<file path="src/rtl/spi_clk_gen_p_if.sv">
// Control and serial-clock signal bundle between the Wishbone-side registers
// and the SPI clock generator; master = register side, slave = generator.
interface spi_clk_gen_p_if #(
  parameter int DIV_W = 16,
  parameter int LEN_W = 7
);
  logic             go;
  logic             stop;
  logic [DIV_W-1:0] divider;
  logic             cpol;
  logic [LEN_W-1:0] char_len;
  logic             sclk_out;
  logic             pos_edge;
  logic             neg_edge;
  logic             tip;
  logic             last_bit;
  logic             done;

  modport master (
    output go, stop, divider, cpol, char_len,
    input  sclk_out, pos_edge, neg_edge, tip, last_bit, done
  );

  modport slave (
    input  go, stop, divider, cpol, char_len,
    output sclk_out, pos_edge, neg_edge, tip, last_bit, done
  );
endinterface

</file>
<file path="src/rtl/spi_clk_gen_p.sv">
// Programmable SPI serial-clock generator: divider, CPOL, transfer length with
// automatic stop, edge strobes for the shifter, and abort support.
module spi_clk_gen_p #(
  parameter int DIV_W = 16,
  parameter int LEN_W = 7
) (
  input  logic             wb_clk_in,
  input  logic             wb_rst_n,
  spi_clk_gen_p_if.slave   bus
);
  localparam int EW = LEN_W + 2;

  typedef enum logic [1:0] {
    IDLE = 2'd0,
    RUN  = 2'd1,
    DONE = 2'd2
  } state_t;

  state_t           state;
  logic [DIV_W-1:0] cnt;
  logic [DIV_W-1:0] div_q;
  logic [EW-1:0]    edges_left;
  logic             cpol_q;
  logic             sclk_q;
  logic [LEN_W:0]   n_bits;

  // A char_len of zero selects the full 2^LEN_W-bit transfer.
  always_comb begin
    n_bits = {1'b0, bus.char_len};
    if (bus.char_len == '0) n_bits = {1'b1, {LEN_W{1'b0}}};
  end

  // NOTE: all state updates use non-blocking assignments so every register
  // samples the pre-edge values of the others, independent of statement order.
  always_ff @(posedge wb_clk_in or negedge wb_rst_n) begin
    if (!wb_rst_n) begin
      state      <= IDLE;
      cnt        <= '0;
      div_q      <= '0;
      edges_left <= '0;
      cpol_q     <= 1'b0;
      sclk_q     <= 1'b0;
    end else begin
      case (state)
        IDLE: begin
          if (bus.go) begin
            div_q      <= bus.divider;
            cpol_q     <= bus.cpol;
            cnt        <= bus.divider;
            edges_left <= {n_bits, 1'b0};
            sclk_q     <= bus.cpol;
            state      <= RUN;
          end
        end
        RUN: begin
          if (bus.stop) begin
            state      <= IDLE;
            sclk_q     <= cpol_q;
            cnt        <= '0;
            edges_left <= '0;
          end else if (cnt != '0) begin
            cnt <= cnt - DIV_W'(1);
          end else begin
            cnt        <= div_q;
            sclk_q     <= ~sclk_q;
            edges_left <= edges_left - EW'(1);
            // Even edge count leaves sclk back at cpol_q on entry to DONE.
            if (edges_left == EW'(1)) state <= DONE;
          end
        end
        DONE:    state <= IDLE;
        default: state <= IDLE;
      endcase
    end
  end

  assign bus.sclk_out = sclk_q;
  assign bus.pos_edge = (state == RUN) && (cnt == '0) && !sclk_q;
  assign bus.neg_edge = (state == RUN) && (cnt == '0) &&  sclk_q;
  assign bus.tip      = (state == RUN);
  assign bus.last_bit = (state == RUN) && (edges_left <= EW'(2));
  assign bus.done     = (state == DONE);
endmodule

</file>
<file path="src/flat_wrapper.sv">
// flat-port wrapper written by rule: the top's interface ports become plain ports
module spi_clk_gen_p_flat 
#(
  parameter int DIV_W = 16,
  parameter int LEN_W = 7
)
  (wb_clk_in, wb_rst_n, bus_go, bus_stop, bus_divider, bus_cpol, bus_char_len, bus_sclk_out, bus_pos_edge, bus_neg_edge, bus_tip, bus_last_bit, bus_done);
  spi_clk_gen_p_if #(.DIV_W(DIV_W), .LEN_W(LEN_W)) bus_i ();
  input  logic wb_clk_in;
  input  logic wb_rst_n;
  input wire logic [$bits(bus_i.go)-1:0] bus_go;
  input wire logic [$bits(bus_i.stop)-1:0] bus_stop;
  input wire logic [$bits(bus_i.divider)-1:0] bus_divider;
  input wire logic [$bits(bus_i.cpol)-1:0] bus_cpol;
  input wire logic [$bits(bus_i.char_len)-1:0] bus_char_len;
  output wire logic [$bits(bus_i.sclk_out)-1:0] bus_sclk_out;
  output wire logic [$bits(bus_i.pos_edge)-1:0] bus_pos_edge;
  output wire logic [$bits(bus_i.neg_edge)-1:0] bus_neg_edge;
  output wire logic [$bits(bus_i.tip)-1:0] bus_tip;
  output wire logic [$bits(bus_i.last_bit)-1:0] bus_last_bit;
  output wire logic [$bits(bus_i.done)-1:0] bus_done;
  assign bus_i.go = bus_go;
  assign bus_i.stop = bus_stop;
  assign bus_i.divider = bus_divider;
  assign bus_i.cpol = bus_cpol;
  assign bus_i.char_len = bus_char_len;
  assign bus_sclk_out = bus_i.sclk_out;
  assign bus_pos_edge = bus_i.pos_edge;
  assign bus_neg_edge = bus_i.neg_edge;
  assign bus_tip = bus_i.tip;
  assign bus_last_bit = bus_i.last_bit;
  assign bus_done = bus_i.done;
  spi_clk_gen_p #(.DIV_W(DIV_W), .LEN_W(LEN_W)) u_core (.wb_clk_in(wb_clk_in), .wb_rst_n(wb_rst_n), .bus(bus_i));
endmodule
</file>
<file path="config.mk">
export PLATFORM = sky130hd
export DESIGN_NAME = spi_clk_gen_p_flat
export DESIGN_NICKNAME = d
export VERILOG_FILES = /design/src/rtl/spi_clk_gen_p_if.sv /design/src/rtl/spi_clk_gen_p.sv /design/src/flat_wrapper.sv
export SDC_FILE = /design/constraint.sdc
export NUM_CORES = 1
export LEC_CHECK = 0
export ABC_AREA = 1
export BUFFER_PORTS_ARGS = -buffer_cell sky130_fd_sc_hd__buf_4
export CAP_MARGIN = 10
export CORE_AREA = 2 2 99 101
export DETAILED_ROUTE_END_ITERATION = 8
export DIE_AREA = 0 0 101 103
export GPL_TIMING_DRIVEN = 1
export REMOVE_ABC_BUFFERS = 1
export SLEW_MARGIN = 20
export SYNTH_ARGS = -nofsm -noshare
export SYNTH_HDL_FRONTEND = slang
export SYNTH_SLANG_ARGS = --single-unit
</file>
<file path="constraint.sdc">
create_clock -name wb_clk_in -period 3.1 [get_ports wb_clk_in]
set_input_delay 0 -clock wb_clk_in [delete_from_list [all_inputs] [get_ports wb_clk_in]]
set_output_delay 0 -clock wb_clk_in [all_outputs]
set_load 0.02 [all_outputs]
</file>
* Yosys cells after proc, flatten, opt, wreduce, memory -nomap -nowiden
Index checks and enable logic that the tools add are counted.
** Storage, ports and cells
- Bits in registers :: 45
- Output and inout port bits :: 6
- Logic and storage cells :: 48
- Input bits :: 28
** Cells by class
- Eq/ne operators :: 6
- Add/subtract/negate cells :: 2
- Order comparisons :: 1
- Reductions and logical operators :: 14
- Mux-type cells :: 18
- Bitwise logic cells :: 1
** Operators by type and width (number)
- 16-bit two-way mux :: 3
- 16-bit one-hot mux with 2 select lines :: 1
- 9-bit two-way mux :: 3
- 9-bit one-hot mux with 2 select lines :: 1
- 16-bit logical NOT :: 1
- 16-bit nonzero test :: 1
- 16-bit by 1-bit subtractor with 16-bit output (second input constant) :: 1
- 9-bit by 1-bit equality test with 1-bit output (second input constant) :: 1
- 9-bit by 2-bit <= comparator with 1-bit output (second input constant) :: 1
- 9-bit by 1-bit subtractor with 9-bit output (second input constant) :: 1
- 2-bit two-way mux :: 4
- 8-bit two-way mux :: 1
- 7-bit logical NOT :: 1
- 3-bit AND reduction :: 2
- 1-bit logical AND :: 4
- 2-bit one-hot mux with 2 select lines :: 1
- 2-bit AND reduction :: 2
- 1-bit two-way mux :: 3
- 3-bit by 2-bit inequality test with 1-bit output (second input constant) :: 1
- 3-bit inequality test (second input constant) :: 1
- 2-bit by 1-bit equality test with 1-bit output (second input constant) :: 1
- 2-bit equality test (second input constant) :: 1
- 2-bit logical NOT :: 1
- 2-bit inequality test (second input constant) :: 1
- 4 further kinds :: 4

* Logic depth before layout (Yosys ltp)
Gate-level depths: netlist of run 1.
- Depth in word-level cells :: 5
- Depth in mapped cells :: 10
- Gate-level depth less buffers :: 10

* Worst setup path before layout of run 1
OpenSTA, ideal clock, no wires.
- Path type :: flip-flop to output port
- Start point :: register u_core.cnt[0]
- End point :: output port bus_neg_edge
- Setup slack :: 1442 ps
- Data arrival time :: 1658 ps
- Required time :: 3100 ps
- Buffers on the path :: 1
- Stages on the path, launching flop included :: 8
- Path through :: dfrtp_1 inv_1 ha_1 nand3_4 nor2_8 nand2_4 buf_2 nor3_1
** On the way
- Longest elaborated chain between the ends :: 3
** RTL lines
- from (decl) :: line spi_clk_gen_p.sv:20 : logic [DIV_W-1:0] cnt;
- from (signal assigned) :: line spi_clk_gen_p.sv:49 : cnt <= bus.divider;
- from (signal assigned) :: line spi_clk_gen_p.sv:62 : cnt <= cnt - DIV_W'(1);
- from (signal assigned) :: line spi_clk_gen_p.sv:64 : cnt <= div_q;
- 16-bit logical NOT :: line spi_clk_gen_p.sv:79 : assign bus.neg_edge = (state == RUN) && (cnt == '0) && sclk_q;
- 1-bit logical AND (2 in series) :: line spi_clk_gen_p.sv:79
- to (decl) :: line flat_wrapper.sv:18 : output wire logic [$bits(bus_i.neg_edge)-1:0] bus_neg_edge;
No other way between the ends.

* Final worst setup path of run 1
- Start point :: register u_core.state[0]
- End point :: register u_core.edges_left[2]
** On the way
- Longest elaborated chain between the ends :: 3
- Elaborated cells between the ends (all ways) :: 7
- Those cells by class :: 3 x eq/ne; 1 x mux; 3 x reduce/logical
** RTL lines
- from (decl) :: line spi_clk_gen_p.sv:19 : state_t state;
- from (signal assigned) :: line spi_clk_gen_p.sv:37 : state <= IDLE;
- from (signal assigned) :: line spi_clk_gen_p.sv:52 : state <= RUN;
- from (signal assigned) :: line spi_clk_gen_p.sv:57 : state <= IDLE;
- 2-bit by 1-bit equality test with 1-bit output or 2-bit logical NOT (tied branches) :: line spi_clk_gen_p.sv:44 : case (state)
- 3-bit inequality test (no source line), or another cell as far along
- 3-bit AND reduction (no source line)
- to (signal assigned) :: line spi_clk_gen_p.sv:50 : edges_left <= {n_bits, 1'b0};
- to (signal assigned) :: line spi_clk_gen_p.sv:66 : edges_left <= edges_left - EW'(1);
- to (decl) :: line spi_clk_gen_p.sv:22 : logic [EW-1:0] edges_left;
Several ways; a longest one is shown, not always the timed one.
A chain may end at the register's enable or synchronous reset.

==> results of run 1 <==
==> worst max-delay path, stage by stage, from the launching register on <==
cell and delay [ps]:
dfrtp_1 440, inv_2 200, nand3_1 210, nand2_2 400
a21oi_4 530, inv_2 100, nand2_1 80, o21ai_1 60
==> logic make-up (layout without fill, tap and decap cells) <==
logic type,after synthesis,count (layout),share of synthesized area (%)
simple gates,240,240,37.2
fa+ha+maj,5,5,2.13
flops,45,45,38.3
xor+xnor,2,2,0.597
buf+inv,56,103,8.48
compound gates,66,66,13.3
==> final timing paths <==
| check | start | to | slack (ps) | depth (start not counted) |
|---|---|---|---|---|
| max in group asynchronous | wb_rst_n | u_core.cnt[6]$_DFFE_PN0P_ | 2440 | 2 |
| min in group asynchronous | wb_rst_n | u_core.cnt[2]$_DFFE_PN0P_ | 260 | 2 |
| max | u_core.state[0]$_DFFE_PN0P_ | u_core.edges_left[2]$_DFFE_PN0P_ | 980 | 7 |
| max reg2reg | u_core.state[0]$_DFFE_PN0P_ | u_core.edges_left[2]$_DFFE_PN0P_ | 980 | 7 |
| min reg2reg | u_core.div_q[12]$_DFFE_PN0P_ | u_core.div_q[12]$_DFFE_PN0P_ | 480 | 2 |
| min | bus_char_len[4] | u_core.edges_left[5]$_DFFE_PN0P_ | 30 | 5 |
==> metal layers <==
layer | share of wire (%) | wire length, um | vias to the layer above
met4 | 0.74 | 55 | 0
met1 | 49 | 3620 | 1291
met3 | 3.7 | 277 | 5
li1 | - | - | 1420
met5 | 0 | 0 | -
met2 | 47 | 3460 | 56
==> power groups by stage <==
stage                     Combinational (mW)  Clock [mW]  Sequential (mW)
after floorplan                         1.12           0             1.05
after global placement                  1.45           0             1.10
after detailed placement                1.47           0             1.10
after CTS                               1.50       0.388             1.09
after global routing                    1.71       0.414             1.14
final                                   1.48       0.374             1.09
==> flip-flops by register name, indices dropped and copies added, names as in the netlist <==
register / flops
u_core.cnt: 16
u_core.cpol_q: 1
u_core.div_q: 16
u_core.bus.sclk_out: 1
u_core.edges_left: 9
u_core.state: 2
==> final cells by class <==
cell class	instances	share of cell area, %
clock buffer	7	2.45
sequential	45	31.9
inverter	43	4.65
multi-input combinational	313	44.3
tap	114	4.05
timing repair buffer	53	12.6
==> cells in the final DEF, fill, tap and decap left out, drive strengths merged, types with 8 or more instances in the layout <==
| master | instances |
|---|---|
| nand2 | 150 |
| dfrtp | 45 |
| inv | 43 |
| nand3 | 41 |
| buf | 34 |
| nor2 | 31 |
| o21ai | 25 |
| a21oi | 23 |
| dlygate4sd3 | 19 |
| a21boi | 12 |
| nand3b | 8 |
==> through the flow <==
stage / instances / area, um^2 / hold WS [ps] / power [mW] / utilization, %
after floorplan: 401 / 2850 / -296 / 2.16 / -
after global placement: 549 / 3250 / 58.8 / 2.55 / 34.4
after detailed placement: 549 / 3250 / 63.4 / 2.57 / 34.4
after CTS: 575 / 3530 / 18.3 / 2.97 / 37.3
after global routing: 575 / 3530 / 53.2 / 3.27 / 37.3
final: 575 / 3530 / 31.0 / 2.95 / 37.3
==> summary.txt, run 1 <==
outcome - complete, no violations
HP Class - in2reg
post-synth cell types - 33
Clock Path Buffers - 2
VDD IR-drop max - 335 uV
Slew HR - 56.6%
row cnt - 36
height of the die - 103 um
Hold-fix buffers, CTS - 19
fin crit period - 2120 ps
GRT Total Usage - 15.1%
sw power - 1.37 mW
GP Congestion - 0.831
Tcrit/Tclk final - 68.5%
met1 Track Usage GR - 20.5%
Synth Warn # - 0
Starting Density - 31.0%
average cell area after synthesis - 7.09 um^2
top_reg_cell synth - dfrtp_1
routed len/inst - 12.9 um
Power Dens Cells - 836 nW/um^2
min setup slack post-route - 976 ps
Top Ports - 34
combinational power share - 50.2%
GR Util met2 - 25.5%
Seq. cell area - 1130 um^2
Root Buffer - clkbuf_8
Antenna diodes - 0
Final Max Slew Viols - 0
# nets final - 494
DRC Markers - 0
pre-CTS WS - 995 ps
leading area contributor after synthesis - dfrtp_1
Clock Pin Slew Worst Setup and Hold Paths - 80 ps
DR pass1 iterations - 5
final setup fails - 0
die area - 10400 um^2
Port Buffers - 33
Core Region - 9460 um^2
fillcell total - 1021
CTS Buf Count - 5
Tightest Pin Transition - 649 ps
clock sink total - 45
Worst EP arrival - 2310 ps
number of global-route vias before repair - 2597
Synth Register Bits - 45
DR vias - 2772
crit path launch type - flip-flop
Fin. Hold Viols - 0
synth cell count leaders - 144 x nand2_1, 45 x dfrtp_1, 40 x nand3_1
largest net degree at the start of global routing - 46
Syn-to-layout area delta - 20.1%
CP Capture Type - flip-flop
area of the multi-input gates - 1560 um^2
Die W - 101 um
initial antenna violation count - 0
total routed wirelength - 7410 um
leakage - 1.76 nW
RSZ-0062 raised after global routing - false
CP max FO - 33
top-count cell post-synth - nand2_1
layout cell share with drive strength beyond 1 - 13.7%
Seq pwr share - 37.1%
Post-Synthesis Cell Area - 2940 um^2
final antenna-violating net count - 0
H-tree depth - 2
power share of the clock group - 12.7%
TNS Setup - 0 ps
max-cap violations - 0
Most Crowded Layer GR - met2
gr ovfl total - 0
detailed placer's ending HPWL - 5180 um
worst setup path class - reg2reg
clk_skew - 5.48 ps
Skew-Pair Late Insertion Delay - 290 ps
post-CTS sizing - 0
post-synth top area share - 38.3%
post-CTS setup repair buffer count - 0
CTS tree - done
cell count after synthesis - 414
post-DR vias/cell - 4.82
Switching Share - 46.4%
synth top area cells - dfrtp_1 38%, nand2_1 18%, nand3_1 6.8%
Critical Path RT - 3290 ps
first-pass GRT wire length - 12500 um
f_max - 0.471 GHz
number of flops mapped to enable cells by yosys - 0
Seq/Total Area, Yosys - 38.3%
Post-synth ARST share - 100%
drt first-iter violations - 146
met3 Use GR - 2.85%
Int Power - 1.58 mW
No activity file was read; power rests on OpenSTA's default activity.
==> inputs of run 2 (changes only) <==
==> constraint.sdc (replaced) <==
create_clock -name wb_clk_in -period 1.92 [get_ports wb_clk_in]
set_input_delay 0 -clock wb_clk_in [delete_from_list [all_inputs] [get_ports wb_clk_in]]
set_output_delay 0 -clock wb_clk_in [all_outputs]
set_load 0.02 [all_outputs]
==> run 2 against run 1 <==
  * Core utilization rose by 1.5 points
  * Register-to-register slack got worse by 790 ps
  * Non-clock buffer count rose by 11
  * Combinational power rose by 69%
  * Critical path type is now reg2out
  * Largest cell class unchanged
==> summary.txt, run 2 (same netlist as run 1, synthesis figures left out) <==
leakage - 1.85 nW
gr ovfl total - 0
routed len/inst - 12.8 um
most frequent cells in the layout - 144 x nand2_1, 45 x dfrtp_1, 43 x buf_4
CTS tree - done
height of the die - 103 um
# nets final - 505
max-cap violations - 0
number of global-route vias before repair - 2717
CTS Buf Count - 5
clock sink total - 45
worst setup path class - reg2out
Final Max Slew Viols - 0
Highest Signal Layer - met4
DRC Markers - 0
Slew HR - 59.2%
Tcrit/Tclk final - 91.7%
Tightest Pin Transition - 612 ps
Critical Path RT - 1920 ps
GP Congestion - 0.852
row cnt - 36
detailed placer's ending HPWL - 5400 um
met2 WL - 3520 um
CP Capture Type - output pin
Root Buffer - clkbuf_8
drt first-iter violations - 94
Starting Density - 31.0%
Core Region - 9460 um^2
Clock Pin Slew Worst Setup and Hold Paths - 100 ps
power share of the clock group - 17.1%
outcome - complete, no violations
Skew-Pair Late Insertion Delay - 310 ps
CP max FO - 12
layout cell share with drive strength beyond 1 - 16.1%
initial antenna violation count - 0
DR vias - 2844
pre-CTS WS - 91.6 ps
first-pass GRT wire length - 12800 um
RSZ-0062 raised after global routing - false
clk_skew - 8.12 ps
largest net degree at the start of global routing - 46
die area - 10400 um^2
fin crit period - 1760 ps
M1 wire length - 3600 um
Port Buffers - 33
Final Core Density - 38.8%
post-DR vias/cell - 4.84
sw power - 2.28 mW
Clock Path Buffers - 2
final setup fails - 0
Syn-to-layout area delta - 25.0%
Largest regs - u_core.cnt x16, u_core.div_q x16, u_core.edges_left x9
DR pass1 iterations - 4
WL met3 - 341 um
Switching Share - 44.3%
Seq pwr share - 34.4%
min setup slack post-route - 159 ps
Int Power - 2.87 mW
combinational power share - 48.5%
Fin. Hold Viols - 0
Antenna diodes - 0
Pwr Total - 5.15 mW
final antenna-violating net count - 0
Min Hold Slack - 10.6 ps
HP Class - in2reg
total routed wirelength - 7530 um
H-tree depth - 2
GRT Total Usage - 15.4%
VDD IR-drop max - 530 uV
crit path launch type - flip-flop
f_max - 0.568 GHz
most common cell after layout, fill and taps aside - nand2_1
Power Dens Cells - 1400 nW/um^2
Top Ports - 34
TNS Setup - 0 ps
Die W - 101 um
Worst EP arrival - 1760 ps
## run 2: power groups by stage
stage / registers, mW / logic [mW] / clock network, mW
finish: 1.77 / 2.50 / 0.879
global placement: 1.77 / 2.39 / 0
floorplan: 1.69 / 1.80 / 0
detailed placement: 1.78 / 2.43 / 0
global route: 1.84 / 2.88 / 0.939
CTS: 1.77 / 2.47 / 0.897
## run 2: final timing paths
check / start / to / slack [ps] / depth (start not counted)
setup / recovery: u_core.state[1]$_DFFE_PN0P_ / bus_last_bit / 160 / 4
hold / removal: bus_char_len[5] / u_core.edges_left[6]$_DFFE_PN0P_ / 10 / 5
setup reg to reg: u_core.cnt[0]$_DFFE_PN0P_ / u_core.state[0]$_DFFE_PN0P_ / 190 / 10
hold reg to reg: u_core.div_q[4]$_DFFE_PN0P_ / u_core.div_q[4]$_DFFE_PN0P_ / 470 / 2
max in group asynchronous: wb_rst_n / u_core.div_q[9]$_DFFE_PN0P_ / 1280 / 2
min in group asynchronous: wb_rst_n / u_core.div_q[0]$_DFFE_PN0P_ / 220 / 2
## run 2: routing by layer
metal  track usage, %  up-vias
met5                0        -
met4             3.74        0
met3             2.51        6
met2             25.6       66
met1             21.2     1329
li1                 -     1443
## run 2: repair_timing
item                       in CTS  in global routing
buffers inserted                0                  2
hold endpoints to repair       71                  0
hold buffers                   20                  0
resized for setup               0                  1
setup endpoints to repair       0                  7
## run 2: worst max-delay path, cell delays in order (launching register included)
cell	delay, ps
dfrtp_1	460
nor2_4	210
inv_1	200
nor4_1	370
buf_4	210
## run 2: layout make-up
type,instances,area (um^2)
Clock buffer,5,68.8
Clock inverter,3,65.1
Fill cell,994,5790
Inverter,43,164
Multi-Input combinational cell,313,1560
Sequential cell,45,1130
Tap cell,114,143
Timing Repair Buffer,64,543
## run 2: per-stage QoR
step,instances,cell area [um^2]
after CTS,585,3640
after detailed placement,557,3310
after floorplan,401,2850
after global routing,587,3670
final,587,3670
after global placement,557,3310
